--- src/rtl/mem_access_stage.sv ---
// mem_access_stage: MEM pipeline stage running word/byte loads and stores over a req/ack port into MEM/WB
module mem_access_stage #(
  parameter int TIMEOUT_CYC = 15,
  parameter int CNT_W = 4
) (
  input  logic        clk,
  input  logic        rst,
  input  logic        regWrite,
  input  logic        R15Write,
  input  logic        MemtoReg,
  input  logic        memWrite,
  input  logic        memRead,
  input  logic        sByte,
  input  logic        loadByte,
  input  logic [15:0] res_IN,
  input  logic [15:0] R15_IN,
  input  logic [15:0] op1_data_IN,
  input  logic [3:0]  regDes_IN,
  output logic        stall,
  output logic        dmem_req,
  output logic        dmem_we,
  output logic [15:0] dmem_addr,
  output logic [15:0] dmem_wdata,
  output logic [1:0]  dmem_be,
  input  logic        dmem_ack,
  input  logic [15:0] dmem_rdata,
  output logic        regWriteOUT,
  output logic        R15WriteOUT,
  output logic        MemtoRegOUT,
  output logic [15:0] res_OUT,
  output logic [15:0] R15_OUT,
  output logic [15:0] mem_data_OUT,
  output logic [3:0]  regDes_OUT,
  output logic        mem_err
);
  typedef enum logic {S_IDLE, S_WAIT} state_t;
  state_t state;
  logic [CNT_W-1:0] cnt;
  logic mem_op, byte_op, misaligned, expire, capture;
  logic [7:0] lane;
  logic [15:0] rdata_fmt;
  always_comb begin
    mem_op = memRead | memWrite;
    byte_op = memWrite ? sByte : loadByte;
    misaligned = mem_op & ~byte_op & res_IN[0];
    expire = cnt == CNT_W'(TIMEOUT_CYC - 1);
    capture = state == S_IDLE ? ~mem_op : (dmem_ack | expire);
    stall = rst & (state == S_IDLE ? mem_op & ~misaligned : ~(dmem_ack | expire));
    lane = dmem_addr[0] ? dmem_rdata[15:8] : dmem_rdata[7:0];
    // the latched byte enables tell a byte access from a word access on completion
    rdata_fmt = dmem_we ? 16'h0 : dmem_be == 2'b11 ? dmem_rdata : {{8{lane[7]}}, lane};
  end
  always_ff @(posedge clk) begin
    if (!rst) begin
      state <= S_IDLE;
      cnt <= '0;
      dmem_req <= 1'b0;
      dmem_we <= 1'b0;
      dmem_addr <= 16'h0;
      dmem_wdata <= 16'h0;
      dmem_be <= 2'b00;
      regWriteOUT <= 1'b0;
      R15WriteOUT <= 1'b0;
      MemtoRegOUT <= 1'b0;
      res_OUT <= 16'h0;
      R15_OUT <= 16'h0;
      mem_data_OUT <= 16'h0;
      regDes_OUT <= 4'h0;
      mem_err <= 1'b0;
    end else begin
      regWriteOUT <= capture & regWrite;
      R15WriteOUT <= capture & R15Write;
      MemtoRegOUT <= capture & MemtoReg & (state == S_IDLE | dmem_ack);
      mem_err <= state == S_IDLE ? misaligned : expire & ~dmem_ack;
      if (capture) begin
        res_OUT <= res_IN;
        R15_OUT <= R15_IN;
        regDes_OUT <= regDes_IN;
        mem_data_OUT <= state == S_WAIT & dmem_ack ? rdata_fmt : 16'h0;
      end
      if (state == S_IDLE) begin
        if (mem_op & ~misaligned) begin
          state <= S_WAIT;
          cnt <= '0;
          dmem_req <= 1'b1;
          dmem_we <= memWrite;
          dmem_addr <= res_IN;
          dmem_wdata <= byte_op ? {2{op1_data_IN[7:0]}} : op1_data_IN;
          dmem_be <= byte_op ? (res_IN[0] ? 2'b10 : 2'b01) : 2'b11;
        end
      end else if (dmem_ack | expire) begin
        state <= S_IDLE;
        dmem_req <= 1'b0;
      end else begin
        cnt <= cnt + 1'b1;
      end
    end
  end
endmodule

--- config.mk ---
export PLATFORM = sky130hd
export DESIGN_NAME = mem_access_stage
export DESIGN_NICKNAME = d
export VERILOG_FILES = /design/src/rtl/mem_access_stage.sv
export SDC_FILE = /design/constraint.sdc
export NUM_CORES = 1
export LEC_CHECK = 0
export CORE_AREA = 4 4 121 123
export DETAILED_ROUTE_END_ITERATION = 16
export DIE_AREA = 0 0 125 127
export GPL_ROUTABILITY_DRIVEN = 0
export PLACE_DENSITY = 0.58
export RECOVER_POWER = 25
export SYNTH_ARGS = -nofsm -noshare
export SYNTH_HDL_FRONTEND = slang
export SYNTH_SLANG_ARGS = --single-unit
export TNS_END_PERCENT = 100
--- constraint.sdc ---
create_clock -name clk -period 2.25 [get_ports clk]
set_input_delay 0.45 -clock clk [delete_from_list [all_inputs] [get_ports clk]]
set_output_delay 0.45 -clock clk [all_outputs]
set_load 0.02 [all_outputs]
Yosys cells after proc, flatten, opt, wreduce, memory -nomap -nowiden:

Index checks and enable logic that the tools add are counted.

* bitwise logic cells: 19
* reduce and logical (&&, ||, !) cells: 4
* muxes and demuxes: 20
* $add $sub $neg: 1
* eq/ne operators: 4

Operators with widths (count)
* 2-to-1 mux 16 bit: 4
* 2-to-1 mux 4 bit: 3
* AND 1 bit: 10
* 2-to-1 mux 1 bit: 10
* 2-to-1 mux 8 bit: 1
* NOT 1 bit: 6
* AND reduction 2 bit: 3
* adder 4 x 1 -> 4 bit (second input constant): 1
* == test 4 bit (second input constant): 1
* 2-to-1 mux 2 bit: 2
* OR 1 bit: 3
* == test 2 bit (second input constant): 1
* inequality test 2 x 1 -> 1 bit (second input constant): 1
* inequality test 2 bit (second input constant): 1
* nonzero test 2 bit: 1

* word-level logic and storage cells: 63
* output and inout port bits: 93
* bits in registers: 97
* input port bits: 78

Longest topological paths before layout:

* depth in word-level cells: 8
* gate-level depth with buffers: 7

Least setup slack after synthesis:

Ideal clock, no wire load.

* path type: input-to-output
* start point: input rst
* end point: output stall
* arrival time: 1308 ps
* setup slack: 492 ps
* stages on the path: 4
* path buffers: 3
* cells stage by stage: buf_2 > buf_2 > clkbuf_1 > o21a_1

* longest elaborated chain between the ends: 1

Ends and longest elaborated chain
* start, declared: RTL line 7 `input logic rst,`
* AND 1 bit: RTL line 48 `stall = rst & (state == S_IDLE ? mem_op & ~misaligned : ~(dmem_ack | expire));`
* end, declared: RTL line 19 `output logic stall,`

No other way between the ends.

Final worst setup path:

* start point: input sByte
* end point: output stall

* longest elaborated chain between the ends: 8

Ends and longest elaborated chain
* start, declared: RTL line 13 `input logic sByte,`
* 2-to-1 mux 1 bit: RTL line 44 `byte_op = memWrite ? sByte : loadByte;`
* NOT 1 bit: RTL line 45 `misaligned = mem_op & ~byte_op & res_IN[0];`
* AND 1 bit (2 in series): RTL line 45
* NOT 1 bit: RTL line 48
* AND 1 bit: RTL line 48
* 2-to-1 mux 1 bit: RTL line 48
* AND 1 bit: RTL line 48

No other way between the ends.

==> flow_metrics.py <==
metrics = {
    "clock_tree": {
        "clk_pin_slew_ns": 0.06,
        "insertion_delay_ns": 0.34,
        "cts_tree": "done",
        "cts_buffers": 9,
        "cts_max_level": 3,
        "cts_sinks": 97,
        "cts_root_buf": "clkbuf_16",
        "clock_path_buffers": 2,
        "hold_buffers": 0,
    },
    "critical_path": {
        "cp-end-kind": "primary output",
        "cpMaxStageDelayCell": "clkdlybuf4s50_1",
        "crit_path_max_incr_delay_ns": 0.44,
        "crit_path_start_kind": "primary input",
        "crit_arrival_ns": 1.69,
        "rr_worst_depth": 6,
        "crit_type": "in -> out",
        "cp_cell_sequence": "clkdlybuf4s50_1 > mux2i_2 > buf_4 > a21oi_4 > o21a_1 > buf_2",
        "cp_num_buf_inv": 3,
        "path_delay_family": "buffers and inverters",
        "cp_max_fo": 2,
        "cp_num_cells": 6,
        "required_ns": 1.80,
    },
    "synth": {
        "synth_edf_count": 0,
        "avgSynthCellArea_um2": 9.51,
        "synth_most_common_cell": "nand2_1",
        "synth_top_area_share_pct": 48.2,
        "yosysWarnings": 0,
        "ys_types": 46,
        "yosysSeqAreaShare_pct": 48.2,
        "async_flop_share_pct": 0,
        "syn-cell-area_um2": 4030,
        "synth_area_leaders": "dfxtp_1, mux2i_1, nand2_1",
        "synth_common_cells": "nand2_1, dfxtp_1, mux2i_1, buf_2, clkbuf_1",
        "syn_nets": 504,
        "yosysTopAreaCell": "dfxtp_1",
        "synth-main-ff-cell": "dfxtp_1",
        "synthCells": 424,
        "ys_seq_elements": 97,
    },
    "timing": {
        "setup_slack_ns": 0.109,
        "setup-violations-final": 0,
        "relSlewSlack_pct": 47.3,
        "fin_crit_ns": 2.14,
        "timing.fmax_mhz": 467,
        "maxSlewViolCount": 0,
        "final_hold_viol_count": 0,
        "worstMarginPinSlew_ns": 0.790,
        "skew_ns": 0.00405,
        "grt_setup_unrepaired": "no",
        "finalCritPeriodShare_pct": 95.2,
    },
    "finish": {
        "multi_input_area_um2": 1930,
        "final_cell_count_no_fill": 781,
        "final_util_pct": 46.2,
        "final_nets": 676,
        "final-seq-area_um2": 1940,
        "fill_cells": 1320,
        "n_antenna_cell": 0,
        "synthToLayoutAreaGrowth_pct": 56.7,
        "layout-drive-gt1-share_pct": 8.65,
    },
    "power_and_ir_drop": {
        "fin_total_pwr_mw": 4.75,
        "power_frac_seq_pct": 40.6,
        "intPower_mw": 3.49,
        "power_density_nw_per_um2": 751,
        "p_sw_mw": 1.25,
        "p_comb_share_pct": 22.0,
        "p_leak_nw": 2.55,
        "power.share.switching_pct": 26.4,
        "pwr-share-clk_pct": 37.4,
        "ir_drop_v": 0.000342,
    },
    "die": {
        "core-area_um2": 13700,
        "die-height_um": 127,
        "die_x_um": 125,
        "initial_core_util_pct": 29.5,
        "dieArea_um2": 15900,
        "boundaryPins": 171,
        "rows": 43,
    },
    "grt": {
        "grt_pass1_vias": 3800,
        "grt_start_max_net_pins": 81,
        "antenna_found_initial": 0,
        "grt_pass1_wl_mm": 19.0,
        "grt_overflow": 0,
        "grt_usage_pct": 14.7,
    },
    "routing": {
        "drtAntennaViolNets": 0,
        "wirelength_mm": 11.9,
        "vias": 3631,
        "drt_iter0_drc": 107,
        "viasPerCell": 4.65,
        "drt-pass1-iter-count": 4,
        "drc": 0,
        "wl_per_cell_um": 15.2,
    },
    "run_status": {
        "status": "finished clean",
    },
    "placed_design": {
        "dp_cells": 764,
        "pre_cts_slack_ns": -0.438,
        "io_buffers": 170,
        "hpwl_mm": 8.61,
    },
    "worst_hold_path": {
        "holdPathStages": 2,
        "worst_hold_path_type": "reg -> reg",
    },
    "run": {
        "drv_cap": 0,
    },
}
[layout make-up]
cell class | count | share of cell area, %
Sequential cell | 97 | 30.7
Timing Repair Buffer | 192 | 29.5
Tap cell | 180 | 3.56
Clock buffer | 11 | 3.84
Multi-Input combinational cell | 294 | 30.6
Inverter | 2 | 0.119
Clock inverter | 5 | 1.62
[registers in the layout, indices dropped and copies added, names as in the netlist]
| signal | count |
|---|---|
| dmem_be | 2 |
| MemtoRegOUT | 1 |
| dmem_wdata | 16 |
| res_OUT | 16 |
| state | 1 |
| dmem_addr | 16 |
| dmem_req | 1 |
| dmem_we | 1 |
| mem_data_OUT | 16 |
| mem_err | 1 |
| R15WriteOUT | 1 |
| regDes_OUT | 4 |
| cnt | 4 |
| regWriteOUT | 1 |
| R15_OUT | 16 |
[repair_timing]
action | 4_1_cts | 5_1_grt
resized for setup | 6 | 0
buffers inserted | 1 | 0
endpoints found under the setup margin | 1 | 0
[power by group through the flow]
stage	Combinational, mW	Sequential [mW]	Clock, mW
2_1_floorplan	0.385	2.12	0
3_3_place_gp	1.07	1.96	0
3_5_place_dp	1.08	1.97	0
4_1_cts	1.08	1.93	1.83
5_1_grt	1.12	1.94	1.89
6_report	1.04	1.93	1.78
[routing by layer]
metal / vias up / global-route usage [%] / wire length, um
met3: 12 / 6.98 / 1020
met1: 1700 / 16.8 / 5030
met4: 0 / 4.46 / 166
met2: 107 / 24.6 / 5650
li1: 1812 / - / -
met5: - / 0 / 0
[worst register-to-register path, cell delays in order, from the launching register on]
cell and delay (ns):
dfxtp_1 0.33, inv_1 0.06, ha_1 0.20, and3_1 0.19
buf_4 0.16, o22ai_2 0.52, a22o_1 0.25
[cells in the final DEF, fill, tap and decap left out, types with 2 or more instances in the layout]
cell type / n
nor3b_1: 2
clkbuf_16: 9
o221ai_1: 8
o211ai_1: 4
nor2_1: 2
or2_2: 7
dlygate4sd3_1: 30
dfxtp_1: 97
bufinv_16: 3
a21oi_4: 2
o2bb2ai_1: 9
and4_1: 2
nand2b_1: 10
a21oi_1: 3
o21a_1: 2
clkdlybuf4s50_1: 137
a22o_1: 7
clkbuf_1: 2
o22ai_1: 2
ha_1: 2
nand3_1: 2
mux2i_1: 70
nand3b_1: 2
a31oi_1: 8
buf_4: 20
inv_1: 2
nand2_1: 129
[per-stage QoR]
stage,hold slack [ns],cell area (um2),TNS [ns]
6_report,0.455,6320,0
5_1_grt,0.445,6320,0
4_1_cts,0.432,6340,0
3_5_place_dp,0.445,5990,-1.21
3_3_place_gp,0.442,5990,-1.14
2_1_floorplan,0.499,4030,0
[worst paths after layout]
kind                                         startpoint                             to  slack, ns
worst max register to register      cnt[0]$_SDFFE_PN0P_  mem_data_OUT[10]$_SDFFE_PN0N_       0.49
worst max-delay path                              sByte                          stall       0.11
worst min-delay path            res_OUT[2]$_SDFFE_PN0N_        res_OUT[2]$_SDFFE_PN0N_       0.45
worst min register to register  res_OUT[2]$_SDFFE_PN0N_        res_OUT[2]$_SDFFE_PN0N_       0.45
[logic make-up after synthesis]
| family | Yosys count | share of synthesized area (%) |
|---|---|---|
| adders and majority gates | 2 | 0.620 |
| AOI/OAI and AO/OA | 55 | 10.9 |
| DFF | 97 | 48.2 |
| muxes | 72 | 17.9 |
| and+or+nand+nor | 165 | 18.1 |
| buffers and inverters | 33 | 4.37 |
Note: power is estimated with default switching activity, not from simulation.
==> patch 1 (same settings) <==
Register the output `mem_err` once more, with the module's reset; this adds one clock of latency there. The other outputs are not delayed to match.
--- a/src/rtl/mem_access_stage.sv
+++ b/src/rtl/mem_access_stage.sv
@@ -34,6 +34,8 @@
   output logic        mem_err
 );
   typedef enum logic {S_IDLE, S_WAIT} state_t;
+
+  logic mem_err_s0;
   state_t state;
   logic [CNT_W-1:0] cnt;
   logic mem_op, byte_op, misaligned, expire, capture;
@@ -66,12 +68,12 @@
       R15_OUT <= 16'h0;
       mem_data_OUT <= 16'h0;
       regDes_OUT <= 4'h0;
-      mem_err <= 1'b0;
+      mem_err_s0 <= 1'b0;
     end else begin
       regWriteOUT <= capture & regWrite;
       R15WriteOUT <= capture & R15Write;
       MemtoRegOUT <= capture & MemtoReg & (state == S_IDLE | dmem_ack);
-      mem_err <= state == S_IDLE ? misaligned : expire & ~dmem_ack;
+      mem_err_s0 <= state == S_IDLE ? misaligned : expire & ~dmem_ack;
       if (capture) begin
         res_OUT <= res_IN;
         R15_OUT <= R15_IN;
@@ -96,5 +98,13 @@
       end
     end
   end
+  always_ff @(posedge clk) begin
+    if (!rst) begin
+      mem_err <= '0;
+    end else begin
+      mem_err <= mem_err_s0;
+    end
+  end
+
 endmodule
 
Function: changed (Yosys sat finds a counterexample within 4 cycles, from zero or initial values and one cycle with rst low).
==> patch 1 against the unedited design <==
- area after synthesis rose by 0.53%
- worst setup slack improved by 58 ps
- cell count fell by 0.26%
- critical path depth did not move
- clock skew rose by 3.4 ps
- total power fell by 7.4%
- design area fell by 1.6%
- wire length rose by 3.4%
- sequential cell count rose by 1
- critical path type unchanged
- largest cell class unchanged
- highest routed layer unchanged
==> patch 1: results <==
group,metric,value,unit
cells_and_area,fin_nets,674,
cells_and_area,bufAreaShareNonClock,29.42,%
route,initialDrtViolationCount,155,
hold_path,hp-start,"R15_OUT[6]$_SDFFE_PN0N_",
synthesis,synth_mux_area_share,17.81,%
power_and_ir_drop,p_leak,0.002467,uW
placed_design,place_hpwl,8750,um
run_status,status,"complete, no violations",
cells_and_area,clock_buffers,13,
timing,finClkSkew,7.434,ps
hold_path,hold_end,"R15_OUT[6]$_SDFFE_PN0N_",
route,vias,3641,
synthesis,synth_fa_ha_area_share,0.6173,%
synthesis,synth_commonest_cells,"nand2_1 (129), dfxtp_1 (98), mux2i_1 (71), clkbuf_1 (12), buf_2 (11)",
critical_path,max_stage_delay,480,ps
route,drt_wl_total,12270,um
cells_and_area,fillers,1336,
grt,grt_start_max_net_pins,134,
synthesis,synth_seq_area_share,48.40,%
clock_tree,post_cts_resized,3,
clock_tree,cts_setup_buffers,0,
cells_and_area,clock_area_share,4.264,%
critical_path,r2r_end,"mem_data_OUT[11]$_SDFFE_PN0N_",
synthesis,synth_top_cells_by_area,"dfxtp_1 (48%), mux2i_1 (18%), nand2_1 (12%), o2bb2ai_1 (1.9%), o221ai_1 (1.7%)",
timing,maxSlewHeadroom,51.27,%
synthesis,yosysTopAreaCellShare,48.40,%
critical_path,crit_arrival,1630,ps
clock_tree,cts_made_buffers,9,
clock_tree,cts_sinks,98,
synthesis,ys_types,47,
cells_and_area,multi_input_area,0.001929,sq mm
synthesis,syn_nets,506,
critical_path,r2r_cells,7,
critical_path,critPathTopFamily,"buffers and inverters",
power_and_ir_drop,ir_drop,0.2615,mV
critical_path,regToRegSetupSlack,230,ps
power_and_ir_drop,switching_share,27.94,%
grt,grt_pass1_vias,3837,
cells_and_area,drive_above_1_share,7.179,%
timing,hold_slack,455.6,ps
critical_path,cp-endpoint,"stall",
grt,gr-usage-all-layers,15.58,%
==> patch 1: metrics by stage <==
| stage | utilization (%) | cell area, sq um | cells | setup slack [ps] | power (uW) |
|---|---|---|---|---|---|
| after floorplan | - | 4054 | 426 | 488.7 | 2525 |
| after global placement | 43.85 | 5992 | 763 | -323.9 | 3046 |
| after detailed placement | 43.85 | 5992 | 763 | -380.2 | 3061 |
| after CTS | 45.78 | 6256 | 779 | 1.497 | 4485 |
| after global routing | 45.52 | 6221 | 779 | 31.45 | 4620 |
| final | 45.52 | 6221 | 779 | 166.2 | 4393 |
==> patch 1: routing by layer <==
layer,track usage [%],part of all wire (%),vias to the layer above
met4,5.931,1.9,0
met5,0,0,-
li1,-,-,1810
met1,18.85,43,1709
met2,24.49,45,110
met3,6.982,9.7,12
==> patch 1: worst reg2reg max path: stages, from the launching register on <==
cell and delay (ps):
dfxtp_2 350, inv_1 60, ha_1 220, and3_1 200, clkbuf_2 160, o22ai_1 140, clkbuf_1 580, a22o_1 250
==> patch 2 (config.mk and constraints unchanged) <==
Without the edit above. Change the parameter `CNT_W` from 4 to 6.
--- a/src/rtl/mem_access_stage.sv
+++ b/src/rtl/mem_access_stage.sv
@@ -1,7 +1,7 @@
 // mem_access_stage: MEM pipeline stage running word/byte loads and stores over a req/ack port into MEM/WB
 module mem_access_stage #(
   parameter int TIMEOUT_CYC = 15,
-  parameter int CNT_W = 4
+  parameter int CNT_W = 6
 ) (
   input  logic        clk,
   input  logic        rst,
Check against the original RTL: same outputs for any inputs over 4 cycles, from zero or initial values and one cycle with rst low; that may be too few to reach the edited logic, so the function may still have changed.
==> patch 2 against the unedited design <==
- register-to-register slack got worse by 220 ps
- total power fell by 4.1%
- wire length rose by 9.8%
- largest power group unchanged
- design area fell by 0.95%
- sequential cell count rose by 2
- worst setup slack got worse by 18 ps
- non-clock buffer count rose by 6
- maximum frequency fell by 0.81%
- area after synthesis fell by 2.5%
- sequential share of layout area rose by 0.95 points
- hold slack got worse by 0.92 ps
- critical path depth fell by 1
==> patch 2: results <==
group,metric,value,unit
run_status,status,"complete, no violations",
route,drt_wl_total,13030,um
critical_path,cp_max_fo,3,
synthesis,synth_commonest_cells,"dfxtp_1 (99), nand2_1 (78), a21oi_1 (77), o21ai_0 (45), nand3_1 (42)",
synthesis,yosysTopAreaCellShare,50.38,%
placed_design,placed_area,0.005941,sq mm
critical_path,crit_arrival,1710,ps
cells_and_area,design_area,0.006260,sq mm
grt,grt_pass1_wl,21470,um
grt,grt_antenna_before_repair,1,
placed_design,post-place-ws,-325.4,ps
grt,grt_pass1_vias,4141,
critical_path,max_stage_delay,510,ps
cells_and_area,fin_nets,715,
grt,gr-usage-all-layers,16.47,%
route,initialDrtViolationCount,196,
power_and_ir_drop,p_leak,0.002381,uW
cells_and_area,drive_above_1_share,10.47,%
synthesis,synth_xor_area_share,0.2226,%
route,vias,3964,
timing,maxSlewHeadroom,41.42,%
synthesis,syn_nets,543,
timing,finClkSkew,5.053,ps
cells_and_area,fillers,1371,
placed_design,place_hpwl,9224,um
synthesis,synth_mux_area_share,3.308,%
synthesis,synth_seq_area_share,50.38,%
synthesis,synth_fa_ha_area_share,0.6361,%
route,drt_pass1_iterations,6,
grt,grt_start_max_net_pins,49,
synthesis,synth-compound-area-share,23.76,%
synthesis,synth_top_cells_by_area,"dfxtp_1 (50%), a21oi_1 (9.8%), nand2_1 (7.4%), o21ai_0 (5.7%), nand3_1 (5.3%)",
power_and_ir_drop,ir_drop,0.3126,mV
synthesis,ys_types,36,
[patch 2: cell count changes after synthesis, moves of 11 or more]
cell | unedited run | this run
mux2i_1 | 71 | 4
nor2_1 | 2 | 13
o21ai_0 | 1 | 45
a21oi_1 | 3 | 77
nand3_1 | 2 | 42
clkbuf_1 | 11 | 23
nand2_1 | 129 | 78
[patch 2: layout make-up]
cell class	instances	share of cell area [%]
antenna	1	0.03998
clock buffer	15	4.437
clock inverter	1	0.4797
inverter	4	0.2399
multi-input combinational	323	28.60
sequential	99	31.68
tap	180	3.598
timing repair buffer	198	30.92
[patch 2: logic make-up (layout without fill, tap and decap cells)]
logic type | Yosys count | count (layout)
compound gates | 161 | 161
simple gates | 147 | 147
flops | 99 | 99
buf+inv | 41 | 218
mux | 12 | 12
fa+ha+maj | 2 | 2
xor+xnor | 1 | 1
other cells | 0 | 1
[patch 2: routing by layer]
| metal | track usage (%) | vias up | part of all wire (%) | routed length [um] |
|---|---|---|---|---|
| met5 | 0 | - | 0 | 0 |
| met4 | 5.421 | 0 | 0.97 | 126 |
| met3 | 5.017 | 10 | 6.9 | 893 |
| met2 | 27.78 | 115 | 49 | 6399 |
| met1 | 20.20 | 1864 | 43 | 5607 |
| li1 | - | 1975 | - | - |
[patch 2: worst paths after layout]
check                                           startpoint                      endpoint  slack (ps)  cells after the start
worst max-delay path                              memWrite                         stall          90                      5
worst min-delay path            dmem_wdata[0]$_SDFFE_PN0P_    dmem_wdata[0]$_SDFFE_PN0P_         450                      2
worst max register to register         cnt[0]$_SDFFE_PN0P_  mem_data_OUT[8]$_SDFFE_PN0N_         270                      7
worst min register to register  dmem_wdata[0]$_SDFFE_PN0P_    dmem_wdata[0]$_SDFFE_PN0P_         450                      2
[patch 2: critical path, delay by kind of cell]
| kind | cells | cell delay (ps) |
|---|---|---|
| buffers and inverters | 2 | 670 |
| muxes | 1 | 360 |
| AOI/OAI and AO/OA | 2 | 220 |
[patch 2: timing repair]
action	in CTS	in global routing
setup endpoints to repair	1	10
pin swaps	0	2
setup buffers	0	0
gates cloned	0	0
resized for setup	5	6
[patch 2: report_power, final]
group / internal [uW] / switching (uW) / total (uW)
registers: 1880 / 65.2 / 1940
clock network: 956 / 631 / 1590
logic: 477 / 543 / 1020
total: 3310 / 1240 / 4550
[patch 2: through the flow]
step,setup TNS [ps],instances
after CTS,0,820
final,0,821
after global placement,-305.3,804
after floorplan,0,463
after detailed placement,-328.0,804
after global routing,0,821
